--- src/rtl/pipe_hazard_unit.sv ---
// rtl/pipe_hazard_unit.sv - decode-stage hazard detection, forwarding select and stall/flush control
//
// Purpose: tracks the destination tags of instructions in flight after decode,
// selects forwarding sources for the two decode operands, detects load-use
// hazards, and produces stall/flush controls plus saturating event counters.
//
// Ports:
//   clk, rst                      clock, asynchronous active-high reset
//   id_valid                      decode holds a real instruction
//   id_rs1/id_rs2, id_rsN_used    source indices and their read flags
//   id_rd, id_regw, id_load       destination, writes-regfile flag, load flag
//   br_taken                      branch resolved taken this cycle
//   ext_stall                     memory busy, freezes the whole pipeline
//   stall, flush                  hold PC/decode + bubble; squash decode
//   fwd_sel1, fwd_sel2            0 = register file, k = forward from entry k
//   stall_cnt, flush_cnt          saturating event counters

module pipe_hazard_unit #(
    parameter int NREG  = 32,
    parameter int DEPTH = 2,
    parameter int CNT_W = 32,
    localparam int RW   = (NREG > 1) ? $clog2(NREG) : 1,
    localparam int FW   = (DEPTH > 1) ? $clog2(DEPTH + 1) : 1
) (
    input  logic             clk,
    input  logic             rst,
    input  logic             id_valid,
    input  logic [RW-1:0]    id_rs1,
    input  logic [RW-1:0]    id_rs2,
    input  logic             id_rs1_used,
    input  logic             id_rs2_used,
    input  logic [RW-1:0]    id_rd,
    input  logic             id_regw,
    input  logic             id_load,
    input  logic             br_taken,
    input  logic             ext_stall,
    output logic             stall,
    output logic             flush,
    output logic [FW-1:0]    fwd_sel1,
    output logic [FW-1:0]    fwd_sel2,
    output logic [CNT_W-1:0] stall_cnt,
    output logic [CNT_W-1:0] flush_cnt
);

    // Tag pipe, entry 1 is the youngest instruction after decode.
    logic [DEPTH:1] v_q, v_d;
    logic [DEPTH:1] ld_q, ld_d;
    logic [RW-1:0]  rd_q [DEPTH:1];
    logic [RW-1:0]  rd_d [DEPTH:1];

    logic [CNT_W-1:0] stall_cnt_q, stall_cnt_d;
    logic [CNT_W-1:0] flush_cnt_q, flush_cnt_d;

    logic [FW-1:0] sel1, sel2;
    logic          load_use;
    logic          flush_int;
    logic          stall_int;

    // Forwarding select: scanning oldest to youngest leaves the youngest
    // (smallest k) match as the final value.
    always_comb begin
        sel1 = '0;
        sel2 = '0;
        for (int k = DEPTH; k >= 1; k--) begin
            if (id_rs1_used && (id_rs1 != '0) && v_q[k] && (rd_q[k] == id_rs1))
                sel1 = FW'(k);
            if (id_rs2_used && (id_rs2 != '0) && v_q[k] && (rd_q[k] == id_rs2))
                sel2 = FW'(k);
        end
    end

    // A load in entry 1 cannot supply data yet; with a single tracked stage
    // load data is assumed available, so load-use never fires.
    always_comb begin
        load_use = 1'b0;
        if (DEPTH > 1)
            load_use = id_valid && ld_q[1] &&
                       ((sel1 == FW'(1)) || (sel2 == FW'(1)));
        flush_int = br_taken && !ext_stall;
        stall_int = (load_use && !flush_int) || ext_stall;
    end

    always_comb begin
        v_d         = v_q;
        ld_d        = ld_q;
        rd_d        = rd_q;
        stall_cnt_d = stall_cnt_q;
        flush_cnt_d = flush_cnt_q;

        if (!ext_stall) begin
            for (int k = 2; k <= DEPTH; k++) begin
                v_d[k]  = v_q[k-1];
                ld_d[k] = ld_q[k-1];
                rd_d[k] = rd_q[k-1];
            end
            // x0 writers are never valid, so x0 never hazards.
            v_d[1]  = id_valid && id_regw && (id_rd != '0) && !flush_int && !load_use;
            ld_d[1] = id_load;
            rd_d[1] = id_rd;
        end

        if (stall_int && (stall_cnt_q != '1))
            stall_cnt_d = stall_cnt_q + CNT_W'(1);
        if (flush_int && (flush_cnt_q != '1))
            flush_cnt_d = flush_cnt_q + CNT_W'(1);
    end

    always_ff @(posedge clk or posedge rst) begin
        if (rst) begin
            v_q         <= '0;
            ld_q        <= '0;
            for (int k = 1; k <= DEPTH; k++)
                rd_q[k] <= '0;
            stall_cnt_q <= '0;
            flush_cnt_q <= '0;
        end else begin
            v_q         <= v_d;
            ld_q        <= ld_d;
            rd_q        <= rd_d;
            stall_cnt_q <= stall_cnt_d;
            flush_cnt_q <= flush_cnt_d;
        end
    end

    // Reset forces the control outputs low regardless of other inputs.
    assign stall     = stall_int && !rst;
    assign flush     = flush_int && !rst;
    assign fwd_sel1  = rst ? '0 : sel1;
    assign fwd_sel2  = rst ? '0 : sel2;
    assign stall_cnt = stall_cnt_q;
    assign flush_cnt = flush_cnt_q;

endmodule
--- config.mk ---
export PLATFORM = sky130hd
export DESIGN_NAME = pipe_hazard_unit
export DESIGN_NICKNAME = d
export VERILOG_FILES = /design/src/rtl/pipe_hazard_unit.sv
export SDC_FILE = /design/constraint.sdc
export NUM_CORES = 1
export LEC_CHECK = 0
export BUFFER_PORTS_ARGS = -buffer_cell sky130_fd_sc_hd__buf_2
export CORE_MARGIN = 8
export CORE_UTILIZATION = 50
export DETAILED_ROUTE_END_ITERATION = 6
export PLACE_DENSITY = 0.75
export RECOVER_POWER = 50
export SLEW_MARGIN = 20
export SYNTH_ARGS = -nofsm -noshare
export SYNTH_HDL_FRONTEND = slang
export SYNTH_SLANG_ARGS = --single-unit
export TNS_END_PERCENT = 1
--- constraint.sdc ---
create_clock -name clk -period 6.02 [get_ports clk]
set_input_delay 1.204 -clock clk [delete_from_list [all_inputs] [get_ports clk]]
set_output_delay 1.204 -clock clk [all_outputs]
set_load 0.03 [all_outputs]
* After elaboration in Yosys (flattened, before gate mapping)
Cells that the tools add are included.
Word-level totals: logic and storage cells 53, ROM bits 0, RAM bits 0, latch bits 0, memories 0, flip-flop bits (word level) 77
Cells by class: multiply operators 0, bitwise logic cells 0, divide/modulo/power cells 0, $lt $le $gt $ge 0, equal/unequal tests 8, add/subtract/negate cells 2, reduce and logical (&&, ||, !) cells 31, multiplexer cells 6, shifts and indexed selects 0
Operators by type and width (number):
- 32-bit by 1-bit adder with 32-bit output (second input constant) | 2
- 32-bit inequality test (second input constant) | 2
- 1-bit logical AND | 22
- 5-bit == test | 4
- 5-bit nonzero test | 3
- 2-bit 2-to-1 mux | 6
- 2-bit by 1-bit == test with 1-bit output (second input constant) | 2
- 1-bit zero test | 4
- 1-bit logical OR | 2

* Depth between registers and ports, before layout
depth after elaboration 12, depth in mapped cells 10

* Least setup slack after synthesis
No wires, ideal clock.
path kind input-to-output, from input port rst, to output port fwd_sel2[1], data arrival time 3.742 ns, cell stages on the path 3, path buffers 0, setup slack 1.074 ns, required time 4.816 ns, cell sequence inv_1 -> nand4_1 -> nor3_1
On the way: cells in the longest elaborated chain, start to end 1
RTL lines:
- start: declaration | RTL line 26 | input logic rst,
- 2-bit 2-to-1 mux | RTL line 129 | assign fwd_sel2 = rst ? '0 : sel2;
- end: declaration | RTL line 40 | output logic [FW-1:0] fwd_sel2,
Every way passes these cells.

* Worst setup path after layout
from input port rst, to output port fwd_sel1[1]
On the way: cells in the longest elaborated chain, start to end 1
RTL lines:
- 2-bit 2-to-1 mux | RTL line 128 | assign fwd_sel1 = rst ? '0 : sel1;
- end: declaration | RTL line 39 | output logic [FW-1:0] fwd_sel1,
Every way passes these cells.

==> results by group <==
Clock network
  – CTS Buf Count: 9
  – Num Clock Sinks: 77
  – CTS Buffer Depth: 2
  – Post-CTS Hold Fix Bufs: 0
  – CTS tree: yes
  – # resized after CTS: 0
  – Clock root buffer: clkbuf_8
  – Post-CTS Setup Repair Bufs: 0
  – CTS H-tree lvls: 3
  – Clk slew on worst S/H paths: 0.08 ns
  – Latest clock arrival within the worst-skew pair: 0.35 ns

Placement
  – GPL Wtd Cong: 0.825
  – Place WS: 1.88 ns
  – Port-buffer cells: 93
  – DPL Wire Length: 6.87 mm
  – Placed cells: 552

Yosys
  – Post-synthesis area per instance: 10.8 sq um
  – Post-synthesis mux area share: 4.08%
  – Synth Area in Compound Gates: 2.28%
  – XOR/XNOR share of the synthesized area: 18.1%
  – Mapped Area: 0.00396 sq mm
  – Post-Synth Adder-Cell Area: 0.632%
  – Synth Warn #: 0
  – Simple-gate share of the synthesized area: 24.1%
  – Largest family of logic cells by synthesized area: simple AND/OR/NAND/NOR gates
  – Net count after synthesis: 392
  – Post-Syn Instances: 366
  – Sequential area share after synthesis: 48.7%
  – #FFs+latches synth: 77
  – Yosys cell types: 43

Timing
  – Final Hold Viols: 0
  – Unrepaired setup endpoints after global routing: no
  – Post-route clock period utilization: 71.5%
  – Min Tclk post-route: 4.31 ns
  – Slew @ Worst Pin: 1.43 ns
  – Worst setup margin: 1.71 ns
  – Setup violators final: 0
  – Setup TNS: 0 ns
  – Max Slew Vio Count: 0
  – Worst clock skew: 0.0123 ns
  – Relative slew slack: 4.38%
  – Fmax: 232 MHz

Routing
  – Via Count: 3060
  – Wire length per cell: 16.0 um
  – Detail Route Antenna Nets: 0
  – 1st-pass router iterations: 4
  – Total wire length: 9.08 mm
  – DRC: 0
  – Vias/cell: 5.39
  – Initial DRC Count: 132

Layout
  – Layout cells sized above 1: 14.4%
  – Multi-input logic area: 0.00195 sq mm
  – Nets: 487
  – Layout filler cell count: 714
  – Most frequent cells in the layout: dfrtp_1 (77), clkbuf_1 (62), xor2_1 (51)
  – Diode count: 0
  – Layout area overhead: 16.3%
  – Most common cell after layout, fill and taps aside: dfrtp_1
  – Storage cell area: 0.00193 sq mm
  – Fin cells: 568

Worst setup path
  – CP required: 4.82 ns
  – Setup CP Type: input pin to output pin
  – Crit path launch type: input pin
  – Arr. time, crit path: 3.10 ns
  – CP max FO: 39
  – CP Capture Type: output pin

Worst hold path
  – Hold Path Class: register to register

Power
  – Total power: 1.30 mW
  – Power per cell area: 283 mW/mm^2
  – P_leak: 2.08 nW
  – Worst vdd ir: 237 uV

Die
  – Die W: 105 um
  – Die area: 0.0110 sq mm
  – Die Y-Extent: 105 um
  – Row count: 32
  – Initial core utilization: 51.5%
  – Num ports: 94
  – Core region area: 0.00769 sq mm

GRT
  – Vias in the first global route: 3182
  – Initial antenna violation count: 0
  – Total grt overflow: 0
  – Pin count of the biggest net entering global routing: 42
  – GRT Total Usage: 16.8%
  – First-pass GRT wire length: 15.4 mm

Status
  – Status: finished, final reports clean

Run
  – Max_cap viols: 0
-- cell families (layout without fill, tap and decap cells) --
kind of cell | Yosys count | count (layout)
muxes | 14 | 14
and+or+nand+nor | 162 | 162
AOI/OAI and AO/OA | 15 | 15
buffers and inverters | 14 | 114
DFF | 77 | 77
xor gates and xnor gates | 82 | 82
adders and majority gates | 2 | 2
-- cell type report --
cell class                 instances  share of cell area, %
clock buffer                      10                   2.77
clock inverter                     6                   1.39
inverter                           4                  0.326
multi-input combinational        275                   42.3
sequential                        77                   41.8
tap                              102                   2.77
timing repair buffer              94                   8.61
-- power by group --
| part | switching (mW) | internal, mW |
|---|---|---|
| clock network | 0.192 | 0.191 |
| logic | 0.185 | 0.0900 |
| registers | 0.0755 | 0.572 |
| total | 0.452 | 0.853 |
-- layer usage --
layer / wire length [um] / track usage, % / part of all wire (%) / vias to the layer above
li1: - / - / - / 1493
met1: 4270 / 20.8 / 47 / 1470
met2: 4030 / 26.2 / 44 / 81
met3: 584 / 5.22 / 6.4 / 16
met4: 196 / 8.05 / 2.2 / 0
met5: 0 / 0 / 0 / -
-- flip-flops by register name, summed over array words and instances, names as in the netlist --
name and count:
v_q 2, stall_cnt 32, rd_q 10, flush_cnt 32, ld_q 1
-- worst paths after layout --
check	start	end	slack (ns)	depth (start not counted)
setup / recovery	rst	fwd_sel1[1]	1.71	5
hold / removal	flush_cnt[16]$_DFFE_PP0P_	flush_cnt[16]$_DFFE_PP0P_	0.49	1
hold reg to reg	flush_cnt[16]$_DFFE_PP0P_	flush_cnt[16]$_DFFE_PP0P_	0.49	1
max in group asynchronous	rst	v_q[2]$_DFFE_PP0N_	3.44	3
setup reg to reg	stall_cnt[0]$_DFFE_PP0P_	stall_cnt[1]$_DFFE_PP0P_	3.21	7
min in group asynchronous	rst	flush_cnt[20]$_DFFE_PP0P_	1.34	2
-- synth_stat cells (all sizes together) --
| library cell | instances | area share [%] |
|---|---|---|
| and4b | 2 | 0.60 |
| buf | 6 | 1.4 |
| o21ai | 7 | 0.88 |
| ha | 2 | 0.63 |
| nand2 | 28 | 2.7 |
| xnor2 | 31 | 6.9 |
| nor2b | 3 | 0.47 |
| nand4b | 2 | 0.44 |
| nor3b | 5 | 1.2 |
| clkbuf | 4 | 0.38 |
| nand3 | 27 | 3.4 |
| nor2 | 14 | 1.4 |
| o31ai | 1 | 0.19 |
| a21oi | 3 | 0.38 |
| inv | 4 | 0.38 |
| a41oi | 1 | 0.22 |
| or3 | 1 | 0.16 |
| nor4 | 16 | 3.1 |
| and3b | 2 | 0.44 |
| o2111ai | 1 | 0.22 |
| dfrtp | 77 | 49 |
| or2 | 2 | 0.32 |
| and4 | 13 | 2.9 |
| or4 | 3 | 0.57 |
| nor3 | 19 | 2.4 |
| mux2 | 14 | 4.1 |
| nor4b | 1 | 0.22 |
| and3 | 10 | 1.6 |
| nand4 | 9 | 1.4 |
| nand3b | 1 | 0.19 |
| and2 | 3 | 0.47 |
| o211ai | 2 | 0.38 |
| xor2 | 51 | 11 |
| nand2b | 1 | 0.16 |
-- critical path: stages --
cell,delay (ns)
clkbuf_1,0.13
inv_1,1.05
and4_1,0.36
and3b_1,0.16
buf_2,0.19
-- through the flow --
step / util [%] / hold slack [ns] / instance area (sq um)
floorplan: - / 0.495 / 3960
global placement: 58.4 / 0.467 / 4490
detailed placement: 58.4 / 0.476 / 4490
CTS: 60.9 / 0.491 / 4680
global route: 59.9 / 0.504 / 4610
finish: 59.9 / 0.489 / 4610
(Power assumes the default switching activity.)
